<file path="src/rtl/decode_pkg.sv">
// Shared decode constants, control bundle and immediate generator for the decode stage.
// Optional RV32M support is enabled by defining RV32M_EN.
package decode_pkg;

    localparam logic [6:0] OPC_LOAD   = 7'b0000011;
    localparam logic [6:0] OPC_OP_IMM = 7'b0010011;
    localparam logic [6:0] OPC_AUIPC  = 7'b0010111;
    localparam logic [6:0] OPC_STORE  = 7'b0100011;
    localparam logic [6:0] OPC_OP     = 7'b0110011;
    localparam logic [6:0] OPC_LUI    = 7'b0110111;
    localparam logic [6:0] OPC_BRANCH = 7'b1100011;
    localparam logic [6:0] OPC_JALR   = 7'b1100111;
    localparam logic [6:0] OPC_JAL    = 7'b1101111;

    localparam logic [15:0] ALU_NOP    = 16'd0;
    localparam logic [15:0] ALU_ADD    = 16'd1;
    localparam logic [15:0] ALU_SUB    = 16'd2;
    localparam logic [15:0] ALU_SLL    = 16'd3;
    localparam logic [15:0] ALU_SLT    = 16'd4;
    localparam logic [15:0] ALU_SLTU   = 16'd5;
    localparam logic [15:0] ALU_XOR    = 16'd6;
    localparam logic [15:0] ALU_SRL    = 16'd7;
    localparam logic [15:0] ALU_SRA    = 16'd8;
    localparam logic [15:0] ALU_OR     = 16'd9;
    localparam logic [15:0] ALU_AND    = 16'd10;
    localparam logic [15:0] ALU_LUI    = 16'd11;
    localparam logic [15:0] ALU_MUL    = 16'd12;
    localparam logic [15:0] ALU_MULH   = 16'd13;
    localparam logic [15:0] ALU_MULHSU = 16'd14;
    localparam logic [15:0] ALU_MULHU  = 16'd15;
    localparam logic [15:0] ALU_DIV    = 16'd16;
    localparam logic [15:0] ALU_DIVU   = 16'd17;
    localparam logic [15:0] ALU_REM    = 16'd18;
    localparam logic [15:0] ALU_REMU   = 16'd19;

    localparam logic [2:0] IMM_NONE = 3'd0;
    localparam logic [2:0] IMM_I    = 3'd1;
    localparam logic [2:0] IMM_S    = 3'd2;
    localparam logic [2:0] IMM_B    = 3'd3;
    localparam logic [2:0] IMM_U    = 3'd4;
    localparam logic [2:0] IMM_J    = 3'd5;

    typedef struct packed {
        logic        reg_write;
        logic        mem_read;
        logic        mem_write;
        logic        branch;
        logic        jump;
        logic        jalr;
        logic        alu_src_imm;
        logic [2:0]  funct3;
        logic [15:0] alu_op;
        logic [2:0]  imm_type;
    } ctrl_t;

    function automatic logic [31:0] gen_imm(input logic [31:0] inst, input logic [2:0] imm_type);
        logic [31:0] imm;
        case (imm_type)
            IMM_I:   imm = {{20{inst[31]}}, inst[31:20]};
            IMM_S:   imm = {{20{inst[31]}}, inst[31:25], inst[11:7]};
            IMM_B:   imm = {{19{inst[31]}}, inst[31], inst[7], inst[30:25], inst[11:8], 1'b0};
            IMM_U:   imm = {inst[31:12], 12'h000};
            IMM_J:   imm = {{11{inst[31]}}, inst[31], inst[19:12], inst[20], inst[30:21], 1'b0};
            default: imm = 32'h0000_0000;
        endcase
        return imm;
    endfunction

endpackage

</file>
<file path="src/rtl/decode_logic.sv">
// Purely combinational RV32I instruction decoder plus immediate generation.
// Defining RV32M_EN adds the funct7=0x01 multiply/divide group to OP decode.
module decode_logic
    import decode_pkg::*;
(
    input  logic [31:0] inst,
    output ctrl_t       ctrl,
    output logic [31:0] imm,
    output logic        illegal
);

    logic [6:0] opcode;
    logic [2:0] funct3;
    logic [6:0] funct7;

    assign opcode = inst[6:0];
    assign funct3 = inst[14:12];
    assign funct7 = inst[31:25];

    always_comb begin
        ctrl        = '0;
        illegal     = 1'b0;
        ctrl.funct3 = funct3;
        case (opcode)
            OPC_OP: begin
                ctrl.reg_write = 1'b1;
                case ({funct7, funct3})
                    {7'h00, 3'b000}: ctrl.alu_op = ALU_ADD;
                    {7'h20, 3'b000}: ctrl.alu_op = ALU_SUB;
                    {7'h00, 3'b001}: ctrl.alu_op = ALU_SLL;
                    {7'h00, 3'b010}: ctrl.alu_op = ALU_SLT;
                    {7'h00, 3'b011}: ctrl.alu_op = ALU_SLTU;
                    {7'h00, 3'b100}: ctrl.alu_op = ALU_XOR;
                    {7'h00, 3'b101}: ctrl.alu_op = ALU_SRL;
                    {7'h20, 3'b101}: ctrl.alu_op = ALU_SRA;
                    {7'h00, 3'b110}: ctrl.alu_op = ALU_OR;
                    {7'h00, 3'b111}: ctrl.alu_op = ALU_AND;
`ifdef RV32M_EN
                    {7'h01, 3'b000}: ctrl.alu_op = ALU_MUL;
                    {7'h01, 3'b001}: ctrl.alu_op = ALU_MULH;
                    {7'h01, 3'b010}: ctrl.alu_op = ALU_MULHSU;
                    {7'h01, 3'b011}: ctrl.alu_op = ALU_MULHU;
                    {7'h01, 3'b100}: ctrl.alu_op = ALU_DIV;
                    {7'h01, 3'b101}: ctrl.alu_op = ALU_DIVU;
                    {7'h01, 3'b110}: ctrl.alu_op = ALU_REM;
                    {7'h01, 3'b111}: ctrl.alu_op = ALU_REMU;
`endif
                    default: illegal = 1'b1;
                endcase
            end
            OPC_OP_IMM: begin
                ctrl.reg_write   = 1'b1;
                ctrl.alu_src_imm = 1'b1;
                ctrl.imm_type    = IMM_I;
                case (funct3)
                    3'b000: ctrl.alu_op = ALU_ADD;
                    3'b010: ctrl.alu_op = ALU_SLT;
                    3'b011: ctrl.alu_op = ALU_SLTU;
                    3'b100: ctrl.alu_op = ALU_XOR;
                    3'b110: ctrl.alu_op = ALU_OR;
                    3'b111: ctrl.alu_op = ALU_AND;
                    3'b001: begin
                        if (funct7 == 7'h00) ctrl.alu_op = ALU_SLL;
                        else                 illegal = 1'b1;
                    end
                    default: begin
                        if (funct7 == 7'h00)      ctrl.alu_op = ALU_SRL;
                        else if (funct7 == 7'h20) ctrl.alu_op = ALU_SRA;
                        else                      illegal = 1'b1;
                    end
                endcase
            end
            OPC_LOAD: begin
                ctrl.reg_write   = 1'b1;
                ctrl.mem_read    = 1'b1;
                ctrl.alu_src_imm = 1'b1;
                ctrl.imm_type    = IMM_I;
                ctrl.alu_op      = ALU_ADD;
            end
            OPC_STORE: begin
                ctrl.mem_write   = 1'b1;
                ctrl.alu_src_imm = 1'b1;
                ctrl.imm_type    = IMM_S;
                ctrl.alu_op      = ALU_ADD;
            end
            OPC_BRANCH: begin
                ctrl.branch   = 1'b1;
                ctrl.imm_type = IMM_B;
                ctrl.alu_op   = ALU_SUB;
            end
            OPC_JAL: begin
                ctrl.reg_write = 1'b1;
                ctrl.jump      = 1'b1;
                ctrl.imm_type  = IMM_J;
                ctrl.alu_op    = ALU_ADD;
            end
            OPC_JALR: begin
                ctrl.reg_write   = 1'b1;
                ctrl.jump        = 1'b1;
                ctrl.jalr        = 1'b1;
                ctrl.alu_src_imm = 1'b1;
                ctrl.imm_type    = IMM_I;
                ctrl.alu_op      = ALU_ADD;
            end
            OPC_LUI: begin
                ctrl.reg_write   = 1'b1;
                ctrl.alu_src_imm = 1'b1;
                ctrl.imm_type    = IMM_U;
                ctrl.alu_op      = ALU_LUI;
            end
            OPC_AUIPC: begin
                ctrl.reg_write   = 1'b1;
                ctrl.alu_src_imm = 1'b1;
                ctrl.imm_type    = IMM_U;
                ctrl.alu_op      = ALU_ADD;
            end
            default: illegal = 1'b1;
        endcase
        // Illegal instructions must not leak partial control into the pipeline.
        if (illegal) begin
            ctrl = '0;
        end
    end

    assign imm = gen_imm(inst, ctrl.imm_type);

endmodule

</file>
<file path="src/rtl/decode_stage.sv">
// Decode stage: DEPTH-entry in-order buffer of fetched instructions, decoded at the head.
// Define RV32M_EN to accept the multiply/divide extension in decode_logic.
module decode_stage
    import decode_pkg::*;
#(
    parameter int unsigned DEPTH = 2,
    parameter int unsigned PC_W  = 32
) (
    input  logic                       clk,
    input  logic                       rst,
    input  logic                       in_valid,
    output logic                       in_ready,
    input  logic [31:0]                in_inst,
    input  logic [PC_W-1:0]            in_pc,
    input  logic                       flush,
    output logic                       out_valid,
    input  logic                       out_ready,
    output logic [PC_W-1:0]            out_pc,
    output logic [4:0]                 out_rd,
    output logic [4:0]                 out_rs1,
    output logic [4:0]                 out_rs2,
    output logic [31:0]                out_imm,
    output ctrl_t                      out_ctrl,
    output logic                       out_illegal,
    output logic [$clog2(DEPTH):0]     out_count
);

    localparam int unsigned PTR_W = $clog2(DEPTH);
    localparam int unsigned CNT_W = PTR_W + 1;

    logic [31:0]     inst_q [DEPTH];
    logic [31:0]     inst_d [DEPTH];
    logic [PC_W-1:0] pc_q   [DEPTH];
    logic [PC_W-1:0] pc_d   [DEPTH];
    logic [PTR_W-1:0] wr_ptr_q, wr_ptr_d;
    logic [PTR_W-1:0] rd_ptr_q, rd_ptr_d;
    logic [CNT_W-1:0] count_q, count_d;

    logic        push;
    logic        pop;
    logic [31:0] head_inst;
    ctrl_t       dec_ctrl;
    logic [31:0] dec_imm;
    logic        dec_illegal;

    // Ready and valid depend only on registered state (and reset), never on out_ready.
    assign in_ready  = !rst && (count_q < CNT_W'(DEPTH));
    assign out_valid = !rst && (count_q != '0);
    assign push      = in_valid && in_ready && !flush;
    assign pop       = out_valid && out_ready && !flush;

    always_comb begin
        inst_d   = inst_q;
        pc_d     = pc_q;
        wr_ptr_d = wr_ptr_q;
        rd_ptr_d = rd_ptr_q;
        count_d  = count_q;
        if (flush) begin
            wr_ptr_d = '0;
            rd_ptr_d = '0;
            count_d  = '0;
        end else begin
            if (push) begin
                inst_d[wr_ptr_q] = in_inst;
                pc_d[wr_ptr_q]   = in_pc;
                wr_ptr_d         = wr_ptr_q + PTR_W'(1);
            end
            if (pop) begin
                rd_ptr_d = rd_ptr_q + PTR_W'(1);
            end
            case ({push, pop})
                2'b10:   count_d = count_q + CNT_W'(1);
                2'b01:   count_d = count_q - CNT_W'(1);
                default: count_d = count_q;
            endcase
        end
    end

    always_ff @(posedge clk) begin
        inst_q <= inst_d;
        pc_q   <= pc_d;
        if (rst) begin
            wr_ptr_q <= '0;
            rd_ptr_q <= '0;
            count_q  <= '0;
        end else begin
            wr_ptr_q <= wr_ptr_d;
            rd_ptr_q <= rd_ptr_d;
            count_q  <= count_d;
        end
    end

    assign head_inst = inst_q[rd_ptr_q];

    decode_logic u_decode_logic (
        .inst    (head_inst),
        .ctrl    (dec_ctrl),
        .imm     (dec_imm),
        .illegal (dec_illegal)
    );

    // Stale slots are masked so an empty stage presents all-zero data.
    assign out_pc      = out_valid ? pc_q[rd_ptr_q] : '0;
    assign out_rd      = out_valid ? head_inst[11:7] : 5'd0;
    assign out_rs1     = out_valid ? head_inst[19:15] : 5'd0;
    assign out_rs2     = out_valid ? head_inst[24:20] : 5'd0;
    assign out_imm     = out_valid ? dec_imm : 32'h0;
    assign out_ctrl    = out_valid ? dec_ctrl : '0;
    assign out_illegal = out_valid && dec_illegal;
    assign out_count   = count_q;

endmodule

</file>
<file path="config.mk">
export PLATFORM = sky130hd
export DESIGN_NAME = decode_stage
export DESIGN_NICKNAME = d
export VERILOG_FILES = /design/src/rtl/decode_pkg.sv /design/src/rtl/decode_logic.sv /design/src/rtl/decode_stage.sv
export SDC_FILE = /design/constraint.sdc
export NUM_CORES = 1
export LEC_CHECK = 0
export BUFFER_PORTS_ARGS = -buffer_cell sky130_fd_sc_hd__buf_2
export CAP_MARGIN = 20
export CORE_UTILIZATION = 32
export DETAILED_ROUTE_END_ITERATION = 6
export RECOVER_POWER = 50
export SLEW_MARGIN = 0
export SYNTH_ARGS = -nofsm -noshare
export SYNTH_HDL_FRONTEND = slang
export SYNTH_SLANG_ARGS = --single-unit
</file>
<file path="constraint.sdc">
create_clock -name clk -period 4.5 [get_ports clk]
set_input_delay 0.9 -clock clk [delete_from_list [all_inputs] [get_ports clk]]
set_output_delay 0.9 -clock clk [all_outputs]
set_load 0.01 [all_outputs]
</file>
# --- Yosys cells after proc, flatten, opt, wreduce, memory -nomap -nowiden ---
# Cells that the tools add are included.
word_totals:
  word_cells: 115
  regBits: 132
  out_inout_bits: 113
classes:
  reduce_logical: 26
  n_eq_ne: 32
  n_addsub: 4
  n_mux: 39
  bitwise_logic: 3
  order_cmp: 4
op_table:
  columns: ["cell", "count"]
  rows:
  - ["two-way mux 32 bit", 9]
  - ["one-hot mux 32 bit (5 select lines)", 1]
  - ["bitwise mux 64 bit", 2]
  - ["one-hot mux 16 bit (7 select lines)", 1]
  - ["one-hot mux 16 bit (5 select lines)", 1]
  - ["two-way mux 29 bit", 2]
  - ["== test 10 x 3 -> 1 bit (second input constant)", 4]
  - ["one-hot mux 4 bit (10 select lines)", 1]
  - ["demux 32 bit (select 1 bit)", 1]
  - ["== test 7 x 6 -> 1 bit (second input constant)", 4]
  - ["== test 7 bit (second input constant)", 3]
  - ["== test 10 x 2 -> 1 bit (second input constant)", 2]
  - ["== test 10 x 9 -> 1 bit (second input constant)", 2]
  - ["two-way mux 16 bit", 1]
  - ["== test 3 bit (second input constant)", 5]
  - ["two-way mux 5 bit", 3]
  - ["one-hot mux 3 bit (5 select lines)", 1]
  - ["== test 7 x 5 -> 1 bit (second input constant)", 2]
  - ["OR reduction 7 bit", 2]
  - ["== test 3 x 2 -> 1 bit (second input constant)", 4]
  - ["OR reduction 6 bit", 2]
  - ["two-way mux 1 bit", 11]
  - ["== test 10 x 1 -> 1 bit (second input constant)", 1]
  - ["zero test 10 bit", 1]
  - ["27 further kinds", 42]

# --- Depth between registers and ports, before layout ---
# Gate-level depths: netlist of run 1.
logic_depth:
  depth_word: 13
  depth_mapped: 10
  mapped_depth_nobuf: 7

# --- By module ---
# Synthesis of run 1 repeated with hierarchy kept, for this count alone.
unflattened:
  cells_unflattened: 524
  area_unflattened_um2: 6551.3
modules_own_cells:
  columns: ["mod", "area_each_um2", "n_inst", "seq_area_each_um2", "cells_per_inst"]
  rows:
  - ["decode_stage", 5460.2, 1, 3923.8, 346]
  - ["decode_logic", 1091.0, 1, 0.0, 178]

# --- Least setup slack after synthesis of run 1 ---
# Ideal clock, no wire load.
synth_timing:
  path_kind: "input to register"
  start: "input port flush"
  end: "register inst_q[32] (netlist name) (enable)"
  path_buffers: 1
  path_slack_ns: -0.418
  setup_time_ns: 0.486
  cell_stages: 5
  required_time_ns: 4.014
  arrival_time_ns: 4.432
  path_cell_list: "or2_2 clkbuf_1 nor3b_1 inv_1 nor2_1"
synth_between:
  elab_chain_len: 3
synth_lines:
  columns: ["element", "line_no", "source"]
  rows:
  - ["start, declared", "decode_stage.sv:15", "input logic flush,"]
  - ["zero test 1 bit", "decode_stage.sv:49", "assign push = in_valid && in_ready && !flush;"]
  - ["logical AND 1 bit", "decode_stage.sv:49", null]
  - ["AND reduction 2 bit (no source line) *", null, null]
  - ["end signal, assigned", "decode_stage.sv:80", "inst_q <= inst_d;"]
  - ["end, declared", "decode_stage.sv:31", "logic [31:0] inst_q [DEPTH];"]
# Every way passes the cells marked *; elsewhere a longest branch is shown, timed or not.
# A chain may end at the register's enable or synchronous reset.

# --- Final worst setup path of run 1 ---
layout_timing:
  start: "register rd_ptr_q"
  end: "output port out_imm[10]"
layout_between:
  elab_chain_len: 13
layout_lines:
  columns: ["element", "line_no", "source"]
  rows:
  - ["start, declared", "decode_stage.sv:36", "logic [PTR_W-1:0] rd_ptr_q, rd_ptr_d;"]
  - ["start signal, assigned", "decode_stage.sv:88", "rd_ptr_q <= rd_ptr_d;"]
  - ["NOT 1 -> 2 bit (not written as such) *", "decode_stage.sv:93", "assign head_inst = inst_q[rd_ptr_q];"]
  - ["two-way mux 32 bit (not written as such) * (3 in series)", "decode_stage.sv:93", null]
  - ["== test 7 x 6 -> 1 bit", "decode_logic.sv:68", "else if (funct7 == 7'h20) ctrl.alu_op = ALU_SRA;"]
  - ["two-way mux 1 bit", "decode_logic.sv:68", null]
  - ["two-way mux 1 bit", "decode_logic.sv:67", "if (funct7 == 7'h00) ctrl.alu_op = ALU_SRL;"]
  - ["one-hot mux 1 bit (2 select lines)", "decode_logic.sv:55", "case (funct3)"]
  - ["one-hot mux 1 bit (3 select lines)", "decode_logic.sv:24", "case (opcode)"]
  - ["two-way mux 29 bit", "decode_logic.sv:120", "if (illegal) begin"]
  - ["== test 3 bit (tied with other cells)", "decode_pkg.sv:58", "case (imm_type)"]
  - ["one-hot mux 32 bit (5 select lines) *", "decode_pkg.sv:58", null]
  - ["two-way mux 32 bit *", "decode_stage.sv:107", "assign out_imm = out_valid ? dec_imm : 32'h0;"]
  - ["end, declared", "decode_stage.sv:22", "output logic [31:0] out_imm,"]
# Every way passes the cells marked *; elsewhere a longest branch is shown, timed or not. The select of a mux whose other input is x is not followed.

==> results of run 1 <==
-- flip-flops by register name (all words and copies together) (netlist names) --
name	cells
pc_q	64
wr_ptr_q	1
rd_ptr_q	1
out_count	2
inst_q	64
-- power groups by stage --
stage | sequential [W] | combinational (W) | clock (W)
detailed placement | 0.00140 | 0.000117 | 0
finish | 0.00138 | 0.000112 | 0.00138
CTS | 0.00138 | 0.000117 | 0.00140
global route | 0.00138 | 0.000124 | 0.00145
global placement | 0.00140 | 0.000113 | 0
floorplan | 0.00140 | 0.0000664 | 0
-- cell families (layout without fill, tap and decap cells) --
family                     after synthesis  after routing  synth area share, %
buffers and inverters                   42            210                 3.92
other                                    1             12               0.0585
adders and majority gates                1              1                0.195
AOI/OAI and AO/OA                       78             78                 9.25
and+or+nand+nor                        171            171                 13.4
DFF                                    132            132                 61.2
xor gates and xnor gates                 5              5                0.683
muxes                                   69             69                 11.3
-- metal layers --
layer	part of all wire [%]	wire length, µm	vias to the layer above	GRT usage [%]
li1	-	-	2222	-
met4	1.6	262	4	5.66
met5	0.14	23	-	0
met3	7.3	1230	23	6.16
met1	41	6900	2253	19.2
met2	50	8390	176	28.4
-- Yosys cell counts, types with 3 or more instances --
| library cell | n | area (µm²) |
|---|---|---|
| a21oi_1 | 10 | 50.1 |
| a22oi_1 | 3 | 22.5 |
| a311oi_1 | 19 | 166 |
| a31oi_1 | 7 | 43.8 |
| and2_1 | 10 | 62.6 |
| and3_1 | 3 | 18.8 |
| buf_2 | 9 | 45.0 |
| buf_4 | 14 | 105 |
| buf_6 | 4 | 45.0 |
| clkbuf_1 | 11 | 41.3 |
| dfxtp_1 | 4 | 80.1 |
| edfxtp_1 | 128 | 3840 |
| inv_1 | 3 | 11.3 |
| mux2_2 | 19 | 214 |
| mux2i_1 | 47 | 470 |
| nand2_1 | 32 | 120 |
| nand2b_1 | 6 | 37.5 |
| nand3_1 | 4 | 20.0 |
| nand3b_1 | 3 | 22.5 |
| nor2_1 | 69 | 259 |
| nor3_1 | 16 | 80.1 |
| nor3b_1 | 7 | 52.6 |
| nor4_1 | 3 | 18.8 |
| o21ai_0 | 11 | 55.1 |
| o22ai_1 | 3 | 18.8 |
| xor2_1 | 3 | 26.3 |
-- worst min-delay path, stage by stage (launching register included) --
cell and delay, ns:
dfxtp_1 0.35, o21ai_0 0.09, a21oi_1 0.06
-- repair_timing --
item	CTS	global route
setup endpoints to repair	0	5
buffers inserted	0	1
gates resized for setup	0	1
-- stage by stage --
step	std cells	area, µm²	power, W	worst slack, ns	hold WS, ns
2_1_floorplan	510	6460	0.00147	0.647	0.517
3_5_place_dp	912	7460	0.00152	0.594	0.538
6_report	943	8020	0.00287	0.397	0.558
3_3_place_gp	912	7460	0.00152	0.638	0.517
5_1_grt	943	8020	0.00296	0.119	0.611
4_1_cts	942	8050	0.00290	0.152	0.549
-- final cells by class --
cell class | count | area (µm²)
Tap cell | 265 | 332
Multi-Input combinational cell | 336 | 2300
Sequential cell | 132 | 3930
Inverter | 3 | 11.3
Clock buffer | 19 | 433
Clock inverter | 11 | 154
Fill cell | 1889 | 11500
Timing Repair Buffer | 177 | 857
-- final timing paths --
path | depth (start not counted) | from | endpoint
worst max-delay path | 7 | rd_ptr_q$_SDFFE_PP0P_ | out_imm[10]
worst min-delay path | 2 | out_count[1]$_SDFFE_PP0P_ | out_count[1]$_SDFFE_PP0P_
worst max register to register | 4 | out_count[1]$_SDFFE_PP0P_ | inst_q[45]$_DFFE_PP_
worst min register to register | 2 | out_count[1]$_SDFFE_PP0P_ | out_count[1]$_SDFFE_PP0P_
==> impl_metrics.ini, run 1 <==
[run_status]
status = completed

[global_route]
track_usage_pct = 16.7
grt_pass1_vias = 4676
antenna_found_initial = 2
grt_overflow = 0
grt_max_degree = 70
grt_pass1_wl_mm = 25.2

[critical_path]
crit_family = compound AO/OA/AOI/OAI gates
cp-end-kind = output pin
cp_max_fo = 39
critical_path_class = reg -> out
crit_path_cell_trace = nand3_1 > o2bb2ai_2 > nor3_4 > o2111ai_2 > a31oi_1 > nor3b_1 > buf_2
r2r_setup_slack_ns = 2.02
slowest_stage = dfxtp_4
critPathBufInv = 1
crit_required_ns = 3.60
max_stage_delay_ns = 0.65
worstSetupStartpointType = register
crit_arrival_ns = 3.20

[synthesis]
synth_seq_area_share_pct = 61.2
synth_cell_types = 67
synth_cells = 499
synth_area_um2 = 6410
ys.flop_type = edfxtp_1
yosys_warnings = 0
synth-edff-count = 128
ys_seq_elements = 132
syn_area_per_cell_um2 = 12.9
async_flop_share_pct = 0

[placed_design]
dp_hpwl_mm = 11.8
port_buffers = 169
gp_congestion = 0.874

[power]
p_per_area_nw_per_um2 = 358
p_int_w = 0.00228
swShare_pct = 20.4
combPwrFrac_pct = 3.9
p_clk_share_pct = 48.0
p_leak_nw = 2.84
vdd_drop_max_mv = 0.242
power_frac_seq_pct = 48.1
switchingPower_w = 0.000585

[sta]
skew_ns = 0.0134
post-route-min-period_ns = 4.10
finalSetupTns_ns = 0
rsz0062_at_grt = false
finalHoldViolCount = 0
period_share_pct = 91.2
max_freq_mhz = 244
slew_viol_final = 0
slew_headroom_pct = 5.08
setup_viol = 0
worst_pin_slew_ns = 1.42

[clock_network]
cts_tree = done
path_clk_slew_ns = 0.05
cts_root_buf = clkbuf_16
numCtsBuffers = 17
cts_buffer_depth = 2
clkSinkCount = 132
hold_buffers = 0
cts_htree_levels = 4
worstSkewPairLatency_ns = 0.42

[detailed_routing]
dr.pass1.iters = 5
wl_mm = 16.8
num_vias = 4678
drtAntennaViolNets = 0
drc = 0
drt_iter0_drc = 352
post_drt_via_cell_ratio = 4.96
wl_per_cell_um = 17.8

[cells_and_area]
layout_common_cells = buf_2 (135), edfxtp_1 (128), nor2_1 (68), mux2i_1 (47), clkbuf_1 (37)
layout_commonest_cell = buf_2
fin_nets = 737
area_delta_synth_final_pct = 25.0
drive_gt1_share_pct = 31.1
diodes = 0
finish.utilization_pct = 41.1

[hold_path]
hp-class = reg -> reg

[floorplanning]
io-pin-count = 182
start_util_pct = 32.8
core.rowCount = 51
coreArea_um2 = 19500
fp.dieH_um = 144
dieWidth_um = 144
dieArea_um2 = 20600

[run]
max-cap-violations = 0
Note: power is estimated with default switching activity, not from simulation.
==> run 2, diff against run 1 <==
--- a/config.mk
+++ b/config.mk
@@ -7,8 +7,9 @@
 export LEC_CHECK = 0
 export BUFFER_PORTS_ARGS = -buffer_cell sky130_fd_sc_hd__buf_2
 export CAP_MARGIN = 20
-export CORE_UTILIZATION = 32
+export CORE_UTILIZATION = 50
 export DETAILED_ROUTE_END_ITERATION = 6
+export PLACE_DENSITY = 0.77
 export RECOVER_POWER = 50
 export SLEW_MARGIN = 0
 export SYNTH_ARGS = -nofsm -noshare
==> constraint.sdc (replaced) <==
create_clock -name clk -period 4.1 [get_ports clk]
set_input_delay 0.82 -clock clk [delete_from_list [all_inputs] [get_ports clk]]
set_output_delay 0.82 -clock clk [all_outputs]
set_load 0.01 [all_outputs]
==> run 2 against run 1 <==
The flow now finishes with violations (max-capacitance violations, max-slew violations). Power increased by 9.4%. Wire length down 6.8%. Sequential power is 9% higher. Die area fell by 36%. Utilization increased by 22 points. Non-clock buffer count increased by 3. Cell count decreased by 9.3%. Combinational power grew 11%. Critical endpoint is now out_ctrl[23]. Highest routed layer is now met4.
==> impl_metrics.ini, run 2 (same netlist as run 1, synthesis figures left out) <==
[global_route]
grt_max_degree = 56
grt_overflow = 0
antenna_found_initial = 0
grt_pass1_wl_mm = 23.9
track_usage_pct = 24.2
grt_pass1_vias = 4760

[cells_and_area]
layout_commonest_cell = buf_2
layoutNonFillerInstCount = 855
finish.utilization_pct = 63.1
area_delta_synth_final_pct = 23.8
layout_common_cells = buf_2 (134), edfxtp_1 (128), nor2_1 (69), mux2i_1 (47), clkbuf_1 (36)
design_area_um2 = 7940
diodes = 0
fin_nets = 740
drive_gt1_share_pct = 31.3

[clock_network]
cts_htree_levels = 4
worstSkewPairLatency_ns = 0.41
cts_tree = done
clkSinkCount = 132
path_clk_slew_ns = 0.06
ctsResizeCount = 0
numCtsBuffers = 17
hold_buffers = 0
cts_buffer_depth = 2
cts_root_buf = clkbuf_16

[sta]
max_freq_mhz = 258
slew_viol_final = 23
period_share_pct = 94.5
skew_ns = 0.00616
rsz0062_at_grt = false
worst_pin_slew_ns = 1.68
finalHoldViolCount = 0
post-route-min-period_ns = 3.88
setup_viol = 0
finalSetupTns_ns = 0
slew_headroom_pct = -11.7

[detailed_routing]
drtAntennaViolNets = 0
post_drt_via_cell_ratio = 5.58
wl_mm = 15.7
dr.pass1.iters = 5
num_vias = 4772
drc = 0
drt_iter0_drc = 388
wl_per_cell_um = 18.3

[critical_path]
r2r_end = inst_q[49]$_DFFE_PP_
r2r_start = out_count[1]$_SDFFE_PP0P_
crit_family = compound AO/OA/AOI/OAI gates
cp.depth = 8
reg2reg_depth = 4
max_stage_delay_ns = 0.58
crit_path_cell_trace = mux2i_1 > o21ai_0 > o311ai_1 > a21o_1 > nand4_2 > buf_4 > nor3_1 > buf_2
cp_max_fo = 25
worstSetupStartpointType = register
crit_arrival_ns = 3.06
critical_path_class = reg -> out
startpoint = rd_ptr_q$_SDFFE_PP0P_
critPathBufInv = 2
crit_path_end = out_ctrl[23]
crit_required_ns = 3.28
cp-end-kind = output pin
slowest_stage = dfxtp_4
r2r_setup_slack_ns = 0.90

[floorplanning]
dieArea_um2 = 13300
coreArea_um2 = 12600
start_util_pct = 51.0
core.rowCount = 41
io-pin-count = 182
dieWidth_um = 115
fp.dieH_um = 115

[run]
max-cap-violations = 1

[run_status]
violations = max-capacitance violations, max-slew violations
status = complete, but fails checks

[hold_path]
hp-class = reg -> reg

[placed_design]
port_buffers = 169
gp_congestion = 0.926
dp.cells = 821
dpl_cell_area_um2 = 7380
dp_hpwl_mm = 10.8

[power]
p_per_area_nw_per_um2 = 395
p_leak_nw = 2.87
vdd_drop_max_mv = 0.301
run 2: metal layers:
| metal | GRT usage (%) | part of all wire [%] | routed length (µm) |
|---|---|---|---|
| met1 | 29.2 | 41 | 6400 |
| met2 | 40.4 | 48 | 7580 |
| met3 | 7.27 | 8.9 | 1390 |
| met4 | 10.5 | 1.9 | 295 |
| met5 | 0 | 0 | 0 |
run 2: worst min path at each step:
stage	startpoint	endpoint	slack, ns	depth (start not counted)
finish	out_count[1]$_SDFFE_PP0P_	out_count[1]$_SDFFE_PP0P_	0.57	2
global route	in_pc[3]	pc_q[3]$_DFFE_PP_	0.58	1
CTS	out_count[1]$_SDFFE_PP0P_	out_count[1]$_SDFFE_PP0P_	0.56	2
detailed placement	out_count[1]$_SDFFE_PP0P_	out_count[1]$_SDFFE_PP0P_	0.55	2
global placement	out_count[1]$_SDFFE_PP0P_	out_count[1]$_SDFFE_PP0P_	0.52	2
floorplan	wr_ptr_q$_SDFFE_PP0P_	wr_ptr_q$_SDFFE_PP0P_	0.52	2
run 2: what timing repair did:
action                                  CTS  global route
pin swaps                                 0             1
hold endpoints to repair                  0             0
buffers inserted                          1             1
endpoints found under the setup margin   11            11
run 2: area by class of cell:
class / count / area (µm²)
clock buffers: 18 / 429
clock inverters: 14 / 168
fillers: 985 / 4630
inverters: 3 / 11.3
multi-input cells: 336 / 2280
flip-flops and latches: 132 / 3930
well taps: 172 / 215
repair buffers: 180 / 907
run 2: power by group:
| part | internal, W | leakage [nW] | switching, W |
|---|---|---|---|
| sequential | 0.00150 | 1.20 | 0.00000843 |
| combinational | 0.0000458 | 1.38 | 0.0000779 |
| clock | 0.000915 | 0.286 | 0.000586 |
run 2: worst min-delay path: stages, from the launching register on:
cell,delay (ns)
dfxtp_1,0.36
o21ai_0,0.09
a21oi_1,0.06
run 2: through the flow:
stage | hold slack, ns | total power (W) | setup WS [ns]
6_report | 0.568 | 0.00314 | 0.224
5_1_grt | 0.579 | 0.00323 | 0.0734
4_1_cts | 0.560 | 0.00316 | 0.0977
3_5_place_dp | 0.550 | 0.00167 | 0.318
3_3_place_gp | 0.522 | 0.00166 | 0.449
2_1_floorplan | 0.517 | 0.00161 | 0.327
